`src/rtl/cordic_pkg.sv`:
```
// Shared definitions for the cordic_sched slice: mode encodings, scheduler states
// and the tag-width helpers used to size the in-flight tag line.
package cordic_pkg;

    localparam int W_DEF = 16;

    localparam logic MODE_ROT = 1'b1;
    localparam logic MODE_VEC = 1'b0;

    typedef enum logic [1:0] {
        ST_IDLE  = 2'd0,
        ST_RUN   = 2'd1,
        ST_DRAIN = 2'd2
    } state_t;

    function automatic int idx_width(input int n);
        return (n > 1) ? $clog2(n) : 1;
    endfunction

    // A tag is {valid, requester index}
    function automatic int tag_width(input int n);
        return idx_width(n) + 1;
    endfunction

endpackage

```
`src/rtl/cordic_tag_line.sv`:
```
// LAT-deep shift register carrying {valid,index} tags alongside the cordic core,
// with an occupancy counter so the scheduler knows when the core has drained.
module cordic_tag_line #(
    parameter int LAT = 16,
    parameter int TW  = 2
) (
    input  logic          clk,
    input  logic          reset,
    input  logic [TW-1:0] in_tag,
    output logic          out_valid,
    output logic [TW-2:0] out_idx,
    output logic          empty
);

    localparam int CW = $clog2(LAT + 2);

    logic [TW-1:0] line [LAT];
    logic [CW-1:0] occ;
    logic          in_valid;

    assign in_valid = in_tag[TW-1];

    always_ff @(posedge clk or negedge reset) begin
        if (!reset) begin
            for (int i = 0; i < LAT; i++) begin
                line[i] <= '0;
            end
            occ <= '0;
        end else begin
            line[0] <= in_tag;
            for (int i = 1; i < LAT; i++) begin
                line[i] <= line[i-1];
            end
            case ({in_valid, out_valid})
                2'b10:   occ <= occ + 1'b1;
                2'b01:   occ <= occ - 1'b1;
                default: occ <= occ;
            endcase
        end
    end

    assign out_valid = line[LAT-1][TW-1];
    assign out_idx   = line[LAT-1][TW-2:0];
    assign empty     = (occ == '0);

endmodule

```
`src/rtl/cordic_sched.sv`:
```
// Round-robin scheduler sharing one pipelined cordic core among NREQ requesters.
// Define CORDIC_SCHED_PRIO_EN to give requester 0 strict priority over the rr pointer.
module cordic_sched
    import cordic_pkg::*;
#(
    parameter int NREQ = 2,
    parameter int W    = W_DEF,
    parameter int LAT  = 16
) (
    input  logic              clk,
    input  logic              reset,
    input  logic [NREQ-1:0]   req_valid,
    output logic [NREQ-1:0]   req_ready,
    input  logic [NREQ-1:0]   req_mode,
    input  logic [NREQ*W-1:0] req_x,
    input  logic [NREQ*W-1:0] req_y,
    input  logic [NREQ*W-1:0] req_z,
    output logic              core_mode,
    output logic [W-1:0]      core_x,
    output logic [W-1:0]      core_y,
    output logic [W-1:0]      core_z,
    input  logic [W-1:0]      core_res1,
    input  logic [W-1:0]      core_res2,
    output logic [NREQ-1:0]   resp_valid,
    output logic [W-1:0]      resp_res1,
    output logic [W-1:0]      resp_res2,
    output logic              busy
);

    localparam int IW = idx_width(NREQ);
    localparam int TW = tag_width(NREQ);

    state_t          state;
    logic [IW-1:0]   ptr;
    logic [IW-1:0]   cand_idx;
    logic [IW-1:0]   scan_idx;
    logic            cand_found;
    logic            can_issue;
    logic            grant;
    logic            issue_valid;
    logic [IW-1:0]   issue_idx;
    logic            line_valid;
    logic [IW-1:0]   line_idx;
    logic            line_empty;
    logic            all_empty;

    // Scan downwards so the last hit is the first valid requester at or after ptr
    always_comb begin
        cand_found = 1'b0;
        cand_idx   = '0;
        scan_idx   = '0;
        for (int k = NREQ - 1; k >= 0; k--) begin
            scan_idx = IW'((int'(ptr) + k) % NREQ);
            if (req_valid[scan_idx]) begin
                cand_found = 1'b1;
                cand_idx   = scan_idx;
            end
        end
`ifdef CORDIC_SCHED_PRIO_EN
        if (req_valid[0]) begin
            cand_found = 1'b1;
            cand_idx   = '0;
        end
`endif
    end

    always_comb begin
        can_issue = (state == ST_IDLE) || (state == ST_RUN);
`ifdef CORDIC_SCHED_PRIO_EN
        if ((state == ST_DRAIN) && req_valid[0]) begin
            can_issue = 1'b1;
        end
`endif
        grant     = can_issue && cand_found && (req_mode[cand_idx] == core_mode);
        req_ready = grant ? (NREQ'(1) << cand_idx) : '0;
    end

    // The issue tag is registered with the core operands so it lines up with them
    assign all_empty = line_empty && !issue_valid;
    assign busy      = (state != ST_IDLE) || !all_empty;

    always_ff @(posedge clk or negedge reset) begin
        if (!reset) begin
            state       <= ST_IDLE;
            ptr         <= '0;
            core_mode   <= MODE_VEC;
            core_x      <= '0;
            core_y      <= '0;
            core_z      <= '0;
            issue_valid <= 1'b0;
            issue_idx   <= '0;
        end else begin
            issue_valid <= grant;
            issue_idx   <= cand_idx;
            if (grant) begin
                core_x <= req_x[int'(cand_idx)*W +: W];
                core_y <= req_y[int'(cand_idx)*W +: W];
                core_z <= req_z[int'(cand_idx)*W +: W];
                ptr    <= (cand_idx == IW'(NREQ - 1)) ? '0 : cand_idx + 1'b1;
            end
            case (state)
                ST_IDLE: begin
                    if (grant) begin
                        state <= ST_RUN;
                    end else if (cand_found) begin
                        core_mode <= req_mode[cand_idx];
                    end
                end
                ST_RUN: begin
                    if (cand_found && (req_mode[cand_idx] != core_mode)) begin
                        state <= ST_DRAIN;
                    end else if (!grant && all_empty) begin
                        state <= ST_IDLE;
                    end
                end
                ST_DRAIN: begin
                    if (grant) begin
                        state <= ST_RUN;
                    end else if (all_empty) begin
                        state <= ST_IDLE;
                    end
                end
                default: state <= ST_IDLE;
            endcase
        end
    end

    cordic_tag_line #(
        .LAT (LAT),
        .TW  (TW)
    ) u_tag_line (
        .clk       (clk),
        .reset     (reset),
        .in_tag    ({issue_valid, issue_idx}),
        .out_valid (line_valid),
        .out_idx   (line_idx),
        .empty     (line_empty)
    );

    always_ff @(posedge clk or negedge reset) begin
        if (!reset) begin
            resp_valid <= '0;
            resp_res1  <= '0;
            resp_res2  <= '0;
        end else begin
            resp_valid <= line_valid ? (NREQ'(1) << line_idx) : '0;
            if (line_valid) begin
                resp_res1 <= core_res1;
                resp_res2 <= core_res2;
            end
        end
    end

endmodule
```
`config.mk`:
```
export PLATFORM = sky130hd
export DESIGN_NAME = cordic_sched
export DESIGN_NICKNAME = d
export VERILOG_FILES = /design/src/rtl/cordic_pkg.sv /design/src/rtl/cordic_tag_line.sv /design/src/rtl/cordic_sched.sv
export SDC_FILE = /design/constraint.sdc
export NUM_CORES = 1
export LEC_CHECK = 0
export ABC_AREA = 1
export CORE_ASPECT_RATIO = 1.4
export CORE_MARGIN = 5
export CORE_UTILIZATION = 46
export DETAILED_ROUTE_END_ITERATION = 8
export PLACE_DENSITY = 0.86
export SYNTH_ARGS = -nofsm -noshare
export SYNTH_HDL_FRONTEND = slang
export SYNTH_HIERARCHICAL = 1
export SYNTH_SLANG_ARGS = --single-unit
```
`constraint.sdc`:
```
create_clock -name clk -period 4.8 [get_ports clk]
set_input_delay 0.72 -clock clk [delete_from_list [all_inputs] [get_ports clk]]
set_output_delay 0.72 -clock clk [all_outputs]
set_load 0.02 [all_outputs]
```
### Word-level counts from Yosys, hierarchy flattened

Cells that the tools add are included.
W data, S select, Z words.

* $add $sub $neg: 4
* multiply operators: 0
* divide/modulo/power cells: 0
* order comparisons: 3
* equal/unequal tests: 9
* shift operators: 5
* muxes and demuxes: 20
* bitwise operators: 1
* reduce and logical (&&, ||, !) cells: 16

Operator list (count)
* $shiftx A32 B6 Y16: 3
* $mux W2: 7
* $mux W1: 11
* $pmux W5 S2: 1
* $lt A1 B2 Y1 const B: 3
* $pmux W2 S3: 1
* $reduce_and A3 Y1: 2
* $add A5 B1 Y5 const B: 1
* $logic_and A1 B1 Y1: 5
* $logic_not A5 Y1: 1
* $sub A5 B1 Y5 const B: 1
* $eq A2 B1 Y1 const B: 2
* $eq A2 B2 Y1 const B: 2
* $reduce_bool A2 Y1: 2
* $shl A1 B1 Y2 const A: 2
* $logic_not A1 Y1: 3
* $ne A3 B1 Y1 const B: 1
* $ne A3 B3 Y1 const B: 1
* $add A1 B1 Y1 const B: 2
* $logic_not A2 Y1: 1
* $logic_or A1 B1 Y1: 2
* $ne A2 B2 Y1 const B: 1
* $eq A1 B1 Y1: 1
* $ne A1 B1 Y1: 1
* $not A1 Y1: 1

* register bits: 125
* latch bits: 0
* bits in writable memories: 0
* memory bits (read-only): 0
* input port bits: 134
* output and inout port bits: 86
* logic and storage cells: 86
* memories kept: 0

### Logic depth before layout (Yosys ltp)

* word-level depth: 14
* gate-level depth with buffers: 13
* gate-level depth less buffers: 13

### By module

Netlist, hierarchy kept.

Modules (own cells, without submodules)
* cordic_sched: times used 1, cells an instance 546, area an instance 3982.6 µm², seq. area each 2202.1 µm²
* cordic_tag_line: times used 1, cells an instance 86, area an instance 1192.4 µm², seq. area each 925.9 µm²

### Worst setup path before layout

No wires, ideal clock.

* path type: input-to-output
* from: input port req_valid[0]
* to: output port req_ready[0]
* arrival: 1.677 ns
* required time: 4.080 ns
* setup slack: 2.403 ns
* cell stages on the path: 8
* buffers on the path: 1
* cell sequence: nand2_2 nand2_2 nand2_1 nand3_2 nand2_2 nand2_4 buf_2 nor2_1

* longest elaborated chain between the ends: 9
* elaborated cells on any way between the ends: 15
* those cells by class: 1 x eq/ne; 1 x shift; 11 x mux; 2 x reduce/logical

RTL lines
* start, declared: RTL line cordic_sched.sv:12 `input logic [NREQ-1:0] req_valid,`
* $mux W1 (not written as such) (2 in a row): RTL line cordic_sched.sv:54 `if (req_valid[scan_idx]) begin`
* $mux W1 (2 in a row): RTL line cordic_sched.sv:54
* $mux W1 (not written as such) (2 in a row): RTL line cordic_sched.sv:74 `grant = can_issue && cand_found && (req_mode[cand_idx] == core_mode);`
* $eq A1 B1 Y1: RTL line cordic_sched.sv:74
* $logic_and A1 B1 Y1: RTL line cordic_sched.sv:74
* $mux W2 (*): RTL line cordic_sched.sv:75 `req_ready = grant ? (NREQ'(1) << cand_idx) : '0;`
* end, declared: RTL line cordic_sched.sv:13 `output logic [NREQ-1:0] req_ready,`

Every way passes the cells marked *; elsewhere a longest branch is shown, timed or not. The select of a mux whose other input is x is not followed.

### Worst setup path in the final report

* from: input port req_valid[1]
* to: output port req_ready[1]

The elaborated chain is that of the path after synthesis.

==> results.sh <==
export IMPL_rsz0062_at_grt="no"
export IMPL_cts_buffers=17
export IMPL_cts_buffer_depth=2
export IMPL_slew_headroom=0.258
export IMPL_ant_nets=0
export IMPL_finalWirelength_um=14900
export IMPL_fin_util=0.739
export IMPL_r2r_slack_ns=2.23
export IMPL_r2r_start="u_tag_line/out_valid"
export IMPL_yosys_area_share_simple=0.336
export IMPL_avgSynthCellArea_um2=8.19
export IMPL_htree_levels=4
export IMPL_holdWs_ns=0.270
export IMPL_finalSetupViolCount=0
export IMPL_min_period_over_period=0.760
export IMPL_cts_tree="done"
export IMPL_antenna_found_initial=0
export IMPL_die_x_um=99.6
export IMPL_hold_viol_final=0
export IMPL_clkTransAtPathRegs_ns=0.06
export IMPL_worst_slew_pin_slew_ns=1.11
export IMPL_endpoint_kind="output pin"
export IMPL_grt_max_degree=54
export IMPL_cts_repair_resized=0
export IMPL_grt_pass1_vias=5104
export IMPL_pin_count=220
export IMPL_ys_ff_latch=125
export IMPL_crit_arrival_ns=2.93
export IMPL_critPathMaxFanout=53
export IMPL_status="completed"
export IMPL_syn_area_um2=5170
export IMPL_synth_adder_area_share=0.00967
export IMPL_crit_type="input pin to output pin"
export IMPL_maxSlewViolCount=0
export IMPL_hpwl_um=10900
export IMPL_track_usage=0.229
export IMPL_synthXorXnorAreaFrac=0.00338
export IMPL_vias=4802
export IMPL_reg2reg_to="u_tag_line/occ[4]"
export IMPL_postCtsSetupBuffers=0
export IMPL_startpoint_type="input pin"
export IMPL_drc=0
export IMPL_synth_top_family_by_area="simple AND/OR/NAND/NOR gates"
export IMPL_synth_seq_area_share=0.604
export IMPL_critPathRequiredTime_ns=4.08
export IMPL_yosys_warnings=6
export IMPL_overflow=0
export IMPL_min_period_ns=3.65
export IMPL_fmax_mhz=274
export IMPL_netlist_top_cells_area="dfrtp_1, nand2_1, inv_1"
export IMPL_fill_cells=719
export IMPL_synth_top_area_cell="dfrtp_1"
export IMPL_areaGrowthSynthToFinish_pct=56.1
export IMPL_core_area_um2=10900
export IMPL_p_per_area_nw_per_um2=669
export IMPL_grt_pass1_wl_um=24300
export IMPL_first_pass_iters=5
export IMPL_setup_ws_ns=1.15
export IMPL_synth_top_area_frac=0.604
export IMPL_cts_root_buf="clkbuf_16"
export IMPL_wl_per_cell_um=14.9
export IMPL_viasPerCell=4.80
export IMPL_synth_compound_area_share=0.00629
export IMPL_syn_inst=632
export IMPL_maxCapViolCount=0
export IMPL_io_buffers=219
export IMPL_nets=985
export IMPL_rr_worst_depth=11
export IMPL_drtIter0Drc=253
export IMPL_drive_gt1_frac=0.0547
export IMPL_finalSetupTns_ns=0
export IMPL_fin_skew_ns=0.00957
export IMPL_clock_sinks=125
export IMPL_die_h_um=135
export IMPL_worst_skew_pair_late_latency_ns=0.40
export IMPL_initial_utilization=0.474
export IMPL_syn_nets=770
export IMPL_hold_buffers=0
export IMPL_synthMuxAreaShare=0
export IMPL_fp_row_count=45
export IMPL_antenna_diode_count=0
export IMPL_netlist_cell_type_count=24
export IMPL_gp_congestion=0.835
export IMPL_die_area_um2=13500
export IMPL_hold_class="input pin to asynchronous set/reset pin"
export IMPL_dp_slack_ns=1.17
export IMPL_p_leak_nw=4.13
export IMPL_vdd_ir_drop_max_mv=0.334
-- flip-flops by register name, summed over array words and instances, names as in the netlist --
| signal | flops |
|---|---|
| u_tag_line/line | 30 |
| core_x | 16 |
| core_y | 16 |
| core_z | 16 |
| resp_res1 | 16 |
| resp_res2 | 16 |
| u_tag_line/occ | 5 |
| resp_valid | 2 |
| state | 2 |
| core_mode | 1 |
| issue_idx | 1 |
| issue_valid | 1 |
| ptr | 1 |
| u_tag_line/out_idx | 1 |
| u_tag_line/out_valid | 1 |
-- critical path, cell delays in order --
cell,delay [ns]
clkdlybuf4s50_1,0.56
nand2_2,0.10
nand2_1,0.07
nand3_1,0.14
nand2_2,0.13
nand2_4,0.31
nor2_1,0.26
clkdlybuf4s50_1,0.64
-- cell usage after synthesis --
cell type and instances:
nand4_1 2, o21ai_0 2, clkbuf_1 16, buf_6 2
nand2_1 415, inv_1 18, nand3b_1 1, dfrtp_1 125
nand2_4 1, nand3_1 9, o21ai_1 1, nand2_2 4
buf_2 9, inv_2 4, nor2_1 9, nor3_1 1
xnor2_1 1, nand3_2 2, xor2_1 1, nor3b_1 1
ha_1 4, a21oi_1 2, nor2_4 1, o21bai_1 1
-- worst max-delay path by stage --
stage / start / to / slack, ns / cells after the start
CTS: req_valid[1] / req_ready[1] / 1.14 / 8
detailed placement: req_valid[1] / req_ready[1] / 1.17 / 8
finish: req_valid[1] / req_ready[1] / 1.15 / 8
global route: req_valid[1] / req_ready[1] / 0.95 / 8
floorplan: req_valid[0] / req_ready[0] / 2.40 / 8
global placement: req_valid[1] / req_ready[1] / 1.31 / 8
-- per-stage QoR --
step	total power, mW	std cells	area, um^2
final	5.40	1001	8080
after detailed placement	4.06	969	7440
after global placement	3.95	969	7440
after CTS	5.45	1001	8080
after floorplan	2.98	632	5170
after global routing	5.75	1001	8080
-- cell type report --
type	instances	area (um^2)	area share
clock buffer	20	447	0.0553
clock inverter	12	186	0.0231
tap	141	176	0.0218
inverter	22	82.6	0.0102
sequential	125	3130	0.387
timing repair buffer	223	2220	0.275
multi-input combinational	458	1840	0.227
-- logic make-up after synthesis --
kind of cell	after synthesis
xor gates and xnor gates	2
adders and majority gates	4
DFF	125
AOI/OAI and AO/OA	6
buffers and inverters	49
and+or+nand+nor	446
-- report_power, final --
group	total, mW	internal (mW)	switching, mW
Combinational	2.27	0.963	1.31
Sequential	1.79	1.51	0.286
Clock	1.34	0.887	0.449
-- cells in the final DEF (no fill, tap or decap), types with 3 or more instances in the layout --
master | netlist | final
inv_2 | 4 | 4
nand2_1 | 415 | 415
inv_1 | 18 | 18
dfrtp_1 | 125 | 125
bufinv_16 | 0 | 4
clkinvlp_4 | 0 | 3
nand2_2 | 4 | 4
clkinv_4 | 0 | 4
ha_1 | 4 | 4
buf_4 | 0 | 5
clkdlybuf4s50_1 | 0 | 218
nand3_1 | 9 | 9
nor2_1 | 9 | 9
clkbuf_16 | 0 | 17
-- routing by layer --
| layer | GRT usage | vias up | wire length [um] |
|---|---|---|---|
| li1 | - | 2326 | - |
| met1 | 0.262 | 2181 | 5680 |
| met4 | 0.0957 | 0 | 426 |
| met5 | 0 | - | 0 |
| met3 | 0.0917 | 31 | 1510 |
| met2 | 0.379 | 264 | 7260 |
(Power assumes the default switching activity.)
